**config.mk**
```make
export PLATFORM = sky130hd
export DESIGN_NAME = display_scheduler_flat
export DESIGN_NICKNAME = d
export VERILOG_FILES = /design/src/rtl/lock_disp_pkg.sv /design/src/rtl/display_scheduler_if.sv /design/src/rtl/disp_timer.sv /design/src/rtl/display_scheduler.sv /design/src/flat_wrapper.sv
export SDC_FILE = /design/constraint.sdc
export NUM_CORES = 1
export LEC_CHECK = 0
export ABC_AREA = 1
export BUFFER_PORTS_ARGS = -buffer_cell sky130_fd_sc_hd__buf_2
export CAP_MARGIN = 40
export CELL_PAD_IN_SITES_DETAIL_PLACEMENT = 0
export CELL_PAD_IN_SITES_GLOBAL_PLACEMENT = 1
export CORE_MARGIN = 2
export CORE_UTILIZATION = 36
export DETAILED_ROUTE_END_ITERATION = 8
export GPL_TIMING_DRIVEN = 0
export PLACE_DENSITY_LB_ADDON = 0.1
export SKIP_LAST_GASP = 1
export SYNTH_ARGS = -nofsm -noshare
export SYNTH_HDL_FRONTEND = slang
export SYNTH_HIERARCHICAL = 1
export SYNTH_SLANG_ARGS = --single-unit
```
**constraint.sdc**
```tcl
create_clock -name clk -period 2.85 [get_ports clk]
set_input_delay 0.285 -clock clk [delete_from_list [all_inputs] [get_ports clk]]
set_output_delay 0.285 -clock clk [all_outputs]
set_load 0.01 [all_outputs]
```
**src/rtl/lock_disp_pkg.sv**
```systemverilog
`default_nettype none
// ============================================================================
// Module      : lock_disp_pkg
// Description : Shared display types for the lock keypad display path.
//               Holds the six-digit BCD packet type, the display-owner
//               enumeration and the special digit codes understood by the
//               seven-segment controller.
// Ports       : none (package)
// Revision    : 1.0 - initial release
// ============================================================================
package lock_disp_pkg;

  // Non-numeric glyph codes understood by the 7-segment controller.
  localparam logic [3:0] DIG_DASH  = 4'hA;
  localparam logic [3:0] DIG_BLANK = 4'hB;

  // Six BCD digits; BCD5 is the most significant nibble of the packed word.
  typedef struct packed {
    logic [3:0] BCD5;
    logic [3:0] BCD4;
    logic [3:0] BCD3;
    logic [3:0] BCD2;
    logic [3:0] BCD1;
    logic [3:0] BCD0;
  } bcdPac_t;

  // Which source currently owns the display (also the scheduler FSM state).
  typedef enum logic [1:0] {
    IDLE  = 2'd0,
    ENTRY = 2'd1,
    MSG   = 2'd2,
    ALARM = 2'd3
  } disp_src_t;

  localparam bcdPac_t BCD_BLANK = '{default: DIG_BLANK};

endpackage
`default_nettype wire

```
**src/rtl/display_scheduler_if.sv**
```systemverilog
`default_nettype none
// ============================================================================
// Module      : display_scheduler_if
// Description : Request/response bundle between the display sources and the
//               display scheduler.
// Ports       : master - drives entry/msg/alarm requests and digits,
//                        observes msg_ack, msg_done, bcd_packet, enable, owner
//               slave  - the scheduler side (directions reversed)
// Revision    : 1.0 - initial release
// ============================================================================
interface display_scheduler_if;
  import lock_disp_pkg::*;

  logic      entry_valid;
  bcdPac_t   entry_pkt;
  logic      msg_req;
  bcdPac_t   msg_pkt;
  logic      alarm_req;
  bcdPac_t   alarm_pkt;
  logic      msg_ack;
  logic      msg_done;
  bcdPac_t   bcd_packet;
  logic      enable;
  disp_src_t owner;

  modport master (
    output entry_valid, entry_pkt, msg_req, msg_pkt, alarm_req, alarm_pkt,
    input  msg_ack, msg_done, bcd_packet, enable, owner
  );

  modport slave (
    input  entry_valid, entry_pkt, msg_req, msg_pkt, alarm_req, alarm_pkt,
    output msg_ack, msg_done, bcd_packet, enable, owner
  );

endinterface
`default_nettype wire

```
**src/rtl/disp_timer.sv**
```systemverilog
`default_nettype none
// ============================================================================
// Module      : disp_timer
// Description : Loadable down-counter with freeze. The count represents the
//               number of ticks still to run; zero_o flags the tick that
//               brings the count to zero, so a load of N yields exactly N
//               ticks before the flag's tick completes.
// Ports       : clk, rst     - clock, asynchronous active-high reset
//               load_i       - load value_i (overrides counting)
//               value_i      - reload value
//               freeze_i     - hold the current count
//               zero_o       - count reaches zero on this tick
// Revision    : 1.0 - initial release
// ============================================================================
module disp_timer #(
  parameter int WIDTH = 8
) (
  input  logic             clk,
  input  logic             rst,
  input  logic             load_i,
  input  logic [WIDTH-1:0] value_i,
  input  logic             freeze_i,
  output logic             zero_o
);

  logic [WIDTH-1:0] count_q, count_d;

  always_comb begin
    count_d = count_q;
    if (load_i) begin
      count_d = value_i;
    end else if (!freeze_i && (count_q != '0)) begin
      count_d = count_q - 1'b1;
    end
  end

  always_ff @(posedge clk or posedge rst) begin
    if (rst) begin
      count_q <= '0;
    end else begin
      count_q <= count_d;
    end
  end

  assign zero_o = !freeze_i && (count_q == WIDTH'(1));

endmodule
`default_nettype wire

```
**src/rtl/display_scheduler.sv**
```systemverilog
`default_nettype none
// ============================================================================
// Module      : display_scheduler
// Description : Arbitrates the six-digit display between keypad entry, timed
//               status messages and the alarm/lockout display
//               (ALARM > MSG > ENTRY > IDLE). All outputs are registered;
//               enable strobes once for every change of bcd_packet and once
//               after reset release.
// Ports       : clk, rst   - clock, asynchronous active-high reset
//               bus        - display_scheduler_if.slave (requests, digits,
//                            msg_ack, msg_done, bcd_packet, enable, owner)
// Parameters  : HOLD_CYCLES - message hold time in clk cycles (>= 2)
//               BLINK_HALF  - alarm blink half-period in clk cycles (>= 1)
// Macros      : DISPLAY_BLINK_EN - blink the alarm display; when undefined
//               the alarm digits are shown steadily and BLINK_HALF is unused.
// Revision    : 1.0 - initial release
// ============================================================================
module display_scheduler
  import lock_disp_pkg::*;
#(
  parameter int HOLD_CYCLES = 50_000_000,
  parameter int BLINK_HALF  = 25_000_000
) (
  input  logic               clk,
  input  logic               rst,
  display_scheduler_if.slave bus
);

  localparam int HOLD_W = $clog2(HOLD_CYCLES + 1);

  disp_src_t state_q, state_d;
  bcdPac_t   bcd_q, bcd_d;
  bcdPac_t   msg_q, msg_d;
  bcdPac_t   w_alarm_view;
  logic      enable_q, enable_d;
  logic      ack_q, done_q;
  logic      frozen_q, frozen_d;
  logic      init_q;
  logic      w_accept;
  logic      w_hold_zero;

  // A new message is taken when no message is live or frozen, or in the very
  // cycle the current one expires; an active alarm always defers it.
  assign w_accept = bus.msg_req && !bus.alarm_req &&
                    (((state_q != MSG) && !frozen_q) || w_hold_zero);

  // Counts only while the message is on screen; an alarm leaves it frozen.
  disp_timer #(.WIDTH(HOLD_W)) u_hold_timer (
    .clk      (clk),
    .rst      (rst),
    .load_i   (w_accept),
    .value_i  (HOLD_W'(HOLD_CYCLES)),
    .freeze_i (state_q != MSG),
    .zero_o   (w_hold_zero)
  );

`ifdef DISPLAY_BLINK_EN
  localparam int BLINK_W = $clog2(BLINK_HALF + 1);

  logic blink_on_q, blink_on_d;
  logic w_blink_zero, w_alarm_entry, w_blink_reload;

  assign w_alarm_entry  = (state_d == ALARM) && (state_q != ALARM);
  assign w_blink_reload = w_alarm_entry || ((state_q == ALARM) && w_blink_zero);

  disp_timer #(.WIDTH(BLINK_W)) u_blink_timer (
    .clk      (clk),
    .rst      (rst),
    .load_i   (w_blink_reload),
    .value_i  (BLINK_W'(BLINK_HALF)),
    .freeze_i (state_q != ALARM),
    .zero_o   (w_blink_zero)
  );

  // Every ALARM entry restarts the phase with the digits visible.
  always_comb begin
    blink_on_d = blink_on_q;
    if (w_alarm_entry) begin
      blink_on_d = 1'b1;
    end else if ((state_q == ALARM) && w_blink_zero) begin
      blink_on_d = !blink_on_q;
    end
    w_alarm_view = blink_on_d ? bus.alarm_pkt : BCD_BLANK;
  end

  always_ff @(posedge clk or posedge rst) begin
    if (rst) begin
      blink_on_q <= 1'b0;
    end else begin
      blink_on_q <= blink_on_d;
    end
  end
`else
  assign w_alarm_view = bus.alarm_pkt;
`endif

  always_comb begin
    state_d  = IDLE;
    frozen_d = frozen_q;
    msg_d    = msg_q;
    bcd_d    = BCD_BLANK;

    if (bus.alarm_req) begin
      state_d = ALARM;
    end else if (w_accept) begin
      state_d = MSG;
    end else if ((state_q == MSG) && !w_hold_zero) begin
      state_d = MSG;
    end else if ((state_q == ALARM) && frozen_q) begin
      state_d = MSG;
    end else if (bus.entry_valid) begin
      state_d = ENTRY;
    end

    // A message that expires in the cycle the alarm arrives is finished, not
    // frozen.
    if ((state_q == MSG) && bus.alarm_req && !w_hold_zero) begin
      frozen_d = 1'b1;
    end else if ((state_q == ALARM) && !bus.alarm_req) begin
      frozen_d = 1'b0;
    end

    if (w_accept) begin
      msg_d = bus.msg_pkt;
    end

    case (state_d)
      IDLE:    bcd_d = BCD_BLANK;
      ENTRY:   bcd_d = bus.entry_pkt;
      MSG:     bcd_d = msg_d;
      ALARM:   bcd_d = w_alarm_view;
      default: bcd_d = BCD_BLANK;
    endcase

    // init_q forces one strobe after reset so the controller repaints blanks.
    enable_d = init_q || (bcd_d != bcd_q);
  end

  always_ff @(posedge clk or posedge rst) begin
    if (rst) begin
      state_q  <= IDLE;
      bcd_q    <= BCD_BLANK;
      msg_q    <= BCD_BLANK;
      enable_q <= 1'b0;
      ack_q    <= 1'b0;
      done_q   <= 1'b0;
      frozen_q <= 1'b0;
      init_q   <= 1'b1;
    end else begin
      state_q  <= state_d;
      bcd_q    <= bcd_d;
      msg_q    <= msg_d;
      enable_q <= enable_d;
      ack_q    <= w_accept;
      done_q   <= w_hold_zero;
      frozen_q <= frozen_d;
      init_q   <= 1'b0;
    end
  end

  assign bus.owner      = state_q;
  assign bus.bcd_packet = bcd_q;
  assign bus.enable     = enable_q;
  assign bus.msg_ack    = ack_q;
  assign bus.msg_done   = done_q;

endmodule
`default_nettype wire

```
**src/flat_wrapper.sv**
```systemverilog
// flat-port wrapper written by rule: the top's interface ports become plain ports
module display_scheduler_flat import lock_disp_pkg::*;
#(
  parameter int HOLD_CYCLES = 50_000_000,
  parameter int BLINK_HALF  = 25_000_000
)
  (clk, rst, bus_entry_valid, bus_entry_pkt, bus_msg_req, bus_msg_pkt, bus_alarm_req, bus_alarm_pkt, bus_msg_ack, bus_msg_done, bus_bcd_packet, bus_enable, bus_owner);
  display_scheduler_if bus_i ();
  input  logic clk;
  input  logic rst;
  input wire logic [$bits(bus_i.entry_valid)-1:0] bus_entry_valid;
  input wire logic [$bits(bus_i.entry_pkt)-1:0] bus_entry_pkt;
  input wire logic [$bits(bus_i.msg_req)-1:0] bus_msg_req;
  input wire logic [$bits(bus_i.msg_pkt)-1:0] bus_msg_pkt;
  input wire logic [$bits(bus_i.alarm_req)-1:0] bus_alarm_req;
  input wire logic [$bits(bus_i.alarm_pkt)-1:0] bus_alarm_pkt;
  output wire logic [$bits(bus_i.msg_ack)-1:0] bus_msg_ack;
  output wire logic [$bits(bus_i.msg_done)-1:0] bus_msg_done;
  output wire logic [$bits(bus_i.bcd_packet)-1:0] bus_bcd_packet;
  output wire logic [$bits(bus_i.enable)-1:0] bus_enable;
  output wire logic [$bits(bus_i.owner)-1:0] bus_owner;
  assign bus_i.entry_valid = bus_entry_valid;
  assign bus_i.entry_pkt = bus_entry_pkt;
  assign bus_i.msg_req = bus_msg_req;
  assign bus_i.msg_pkt = bus_msg_pkt;
  assign bus_i.alarm_req = bus_alarm_req;
  assign bus_i.alarm_pkt = bus_alarm_pkt;
  assign bus_msg_ack = bus_i.msg_ack;
  assign bus_msg_done = bus_i.msg_done;
  assign bus_bcd_packet = bus_i.bcd_packet;
  assign bus_enable = bus_i.enable;
  assign bus_owner = bus_i.owner;
  display_scheduler #(.HOLD_CYCLES(HOLD_CYCLES), .BLINK_HALF(BLINK_HALF)) u_core (.clk(clk), .rst(rst), .bus(bus_i));
endmodule
```
==> Implementation_results.wiki <==
{| class="wikitable"
! Metric !! Value
|-
| Synth unique cells || 38
|-
| Clk Latency, worst-skew pair || about 0.35 ns
|-
| Clock skew || a little under 0.008 ns
|-
| Worst EP arrival || about 3 ns
|-
| Highest net fanout along the worst path || 8
|-
| Post-place setup slack || -0.666 ns
|-
| Area growth, synth to finish || 29.0%
|-
| Number of DRC markers in iteration 0 || 325
|-
| Synth Warn # || 6
|-
| Tightest slew margin relative to the limit || 54.9%
|-
| Average wire per standard cell || between 10 and 15 microns
|-
| Root buf cell || sky130_fd_sc_hd__clkbuf_16
|-
| Number of core rows || 44
|-
| Vias in the first global route || between 5000 and 6000
|-
| Worst Setup SP || u_core/u_hold_timer/count_q[13]
|-
| Placer's final routability congestion estimate || ~0.83
|-
| Die Height || 125 microns
|-
| Setup slack after layout || just over 0.05 ns
|-
| Count of mapped cells out of synthesis || 760
|-
| Fraction of final layout cells sized beyond drive strength 1 || roughly a third
|-
| Pin count of the biggest net entering global routing || 36
|-
| Number of H-tree branching levels || 3
|-
| VDD IR-drop max || around 0.33 mV
|-
| Max-capacitance violation count || 0
|-
| Category of the most critical setup path || reg -> reg
|-
| IO Count || around 110
|-
| Post-detailed-route via-to-cell ratio || ~4.7
|-
| Overflow left after global routing || 0
|-
| Clock slew at reported path FFs || roughly 0.060 ns
|-
| Cell total after placement || roughly 1100
|-
| Final Hold Vio Count || 0
|-
| Post-layout net count || about 1000
|-
| Cell area after synthesis || ~5300 sq um
|-
| Slowest-stage cell, CP || sky130_fd_sc_hd__dfrtp_1
|-
| Die extent in x || roughly 130 microns
|-
| Via count of the routed design || about 5300
|-
| Synth Register Bits || between 80 and 90
|-
| Initial core utilization || between 30% and 40%
|-
| Quantity of I/O buffers inserted on ports || slightly above 100
|-
| Post-layout min period || 2.80 ns
|-
| CTS tree || built
|-
| Maximum clock frequency || roughly 360 MHz
|-
| Total inserted antenna cells || 0
|-
| Clock buffers created by TritonCTS || 9
|-
| Worst hold margin || about 0.15 ns
|-
| Non-filler instance count after layout || 1122
|-
| CP endpoint kind || register
|-
| Critical path data required time || ~3.1 ns
|-
| Total Wirelength || around 16000 microns
|-
| Fraction of the cycle the final worst path needs || approximately 98%
|-
| CP Launch Type || register
|-
| Type of the tightest min-delay check || in -> reg
|-
| Cell Pwr Density || between 800 and 900 nW/um^2
|-
| Core area || around 14000 sq um
|-
| Combined global-route utilization of all metal layers || about a fifth
|-
| Unrepaired setup endpoints after global routing || yes
|-
| Critical Path, Cell by Cell || nor2_2, nand2_1, nor2_4, nand2_2, nor3_4, inv_2, nand2_4, nand2_4, nor2_4, buf_12, buf_6, nand2_1, nand2_2, nand2_2, nand3_1, nand2_1, nor2_1, nand3_1, nor2_2, nand3_1
|-
| Sequential-to-total area share from yosys stat || 39.0%
|-
| Slew Viols, Final || 0
|-
| ANT nets after route || 0
|-
| Half-perimeter wire length after detailed placement || about 12000 microns
|-
| Startpoint of the worst register-to-register path || u_core/u_hold_timer/count_q[13]
|-
| Result of the run || complete, no violations
|-
| Total Die Area || approximately 16000 sq um
|-
| Worst slew pin tran || 0.676 ns
|-
| Fill cell count || 1531
|-
| DRC viols || 0
|-
| Sink count of the clock tree || a little over 80
|-
| DR pass1 iterations || 5
|-
| Mean area per synthesized cell || roughly 7.0 sq um
|-
| Worst path max stage delay || roughly 0.42 ns
|-
| Maximum clock path buffer count || 2
|-
| Wire length of the first global-routing pass || 26300 microns
|-
| Initial antenna violation count || 0
|-
| Number of endpoints failing setup at the final stage || 0
|-
| Origin of the worst min-delay path || bus_msg_pkt[13]
|-
| Reported leakage power || 3.66 nW
|}
-- worst max-delay path, delay by kind of cell (launching register included) --
kind	cells	cell delay (ns)
DFF	1	0.42
buffers and inverters	3	0.37
and+or+nand+nor	17	1.87
-- power by group --
group | leakage [nW] | switching (mW) | internal [mW] | total (mW)
Clock | 0.122 | 0.471 | 0.592 | 1.06
Sequential | 0.934 | 0.316 | 1.70 | 2.02
Combinational | 2.60 | 1.79 | 1.13 | 2.92
Total | 3.66 | 2.58 | 3.42 | 6.00
-- cells in the mapped netlist, drive strengths merged --
| library cell | n | share of area (%) |
|---|---|---|
| a21boi | 8 | 1.1 |
| a21oi | 6 | 0.64 |
| buf | 13 | 2.4 |
| clkbuf | 8 | 0.57 |
| clkinv | 5 | 0.47 |
| conb | 2 | 0.14 |
| dfrtp | 44 | 21 |
| dfstp | 37 | 18 |
| ha | 2 | 0.47 |
| inv | 86 | 6.1 |
| nand2 | 317 | 24 |
| nand3 | 90 | 9.0 |
| nand3b | 4 | 0.57 |
| nand4 | 26 | 3.3 |
| nor2 | 64 | 5.5 |
| nor3 | 2 | 0.28 |
| o211ai | 1 | 0.14 |
| o21ai | 27 | 3.5 |
| or2 | 10 | 1.2 |
| xnor2 | 2 | 0.33 |
| xor2 | 6 | 0.99 |
-- cells by family after synthesis --
logic type	after synthesis	share of synthesized area (%)
AOI/OAI and AO/OA	42	5.37
xor gates and xnor gates	8	1.32
adders and majority gates	2	0.471
buffers and inverters	112	9.47
DFF	81	39.0
other	2	0.141
and+or+nand+nor	513	44.2
-- metrics by stage --
stage          utilization, %  total power [mW]  cell area (sq um)  TNS, ns
4_1_cts                  45.7              5.84               6610        0
2_1_floorplan               -              3.86               5410        0
5_1_grt                  47.3              6.53               6850   -0.295
3_3_place_gp             42.5              4.51               6150   -13.40
6_report                 47.3              6.00               6850        0
3_5_place_dp             42.7              4.57               6190   -15.30
-- routing by layer --
metal,routed length [microns],track usage [%],part of all wire [%],up-vias
met4,474,9.41,2.9,0
met5,0,0,0,-
met1,7070,26.2,43,2426
li1,-,-,-,2707
met3,776,4.54,4.7,30
met2,8040,35.6,49,123
-- repair_timing --
item	4_1_cts	5_1_grt
hold endpoints to repair	14	0
pin swaps	6	28
setup buffers	12	18
cloned	0	1
gates resized for setup	20	32
hold buffers	1	0
endpoints found under the setup margin	27	23
-- area by class of cell --
type / instances / area [sq um] / area share [%]
Timing Repair Buffer: 136 / 802 / 11.7
Clock buffer: 15 / 248 / 3.61
Sequential cell: 81 / 2080 / 30.3
Tap cell: 184 / 230 / 3.36
Buffer: 21 / 188 / 2.74
Multi-Input combinational cell: 593 / 2950 / 43.0
Clock inverter: 1 / 5.00 / 0.0730
Inverter: 91 / 355 / 5.18
-- worst paths after layout --
kind / to / slack, ns / cells after the start
worst min-delay path: u_core/msg_q[13] / 0.15 / 3
worst max-delay path: u_core/bus.enable / 0.05 / 20
worst min register to register: u_core/msg_q[12] / 0.47 / 2
min in group asynchronous: u_core/bus.msg_ack / 0.52 / 3
worst max register to register: u_core/bus.enable / 0.05 / 20
max in group asynchronous: u_core/msg_q[17] / 1.70 / 4
-- sequential cells by signal, indices dropped and copies added (netlist names) --
register / flops
u_core/bus.bcd_packet: 24
u_core/init_q: 1
u_core/bus.msg_ack: 1
u_core/frozen_q: 1
u_core/bus.msg_done: 1
u_core/bus.owner: 2
u_core/u_hold_timer/count_q: 26
u_core/bus.enable: 1
u_core/msg_q: 24
-- layout by cell type, fill, tap and decap left out, types with 15 or more instances in the layout --
cell	n
sky130_fd_sc_hd__buf_2	105
sky130_fd_sc_hd__buf_4	30
sky130_fd_sc_hd__conb_1	27
sky130_fd_sc_hd__dfrtp_1	42
sky130_fd_sc_hd__dfstp_2	37
sky130_fd_sc_hd__inv_1	80
sky130_fd_sc_hd__nand2_1	271
sky130_fd_sc_hd__nand2_2	39
sky130_fd_sc_hd__nand3_1	84
sky130_fd_sc_hd__nand4_1	25
sky130_fd_sc_hd__nor2_1	44
sky130_fd_sc_hd__nor2_2	15
(Power assumes the default switching activity.)
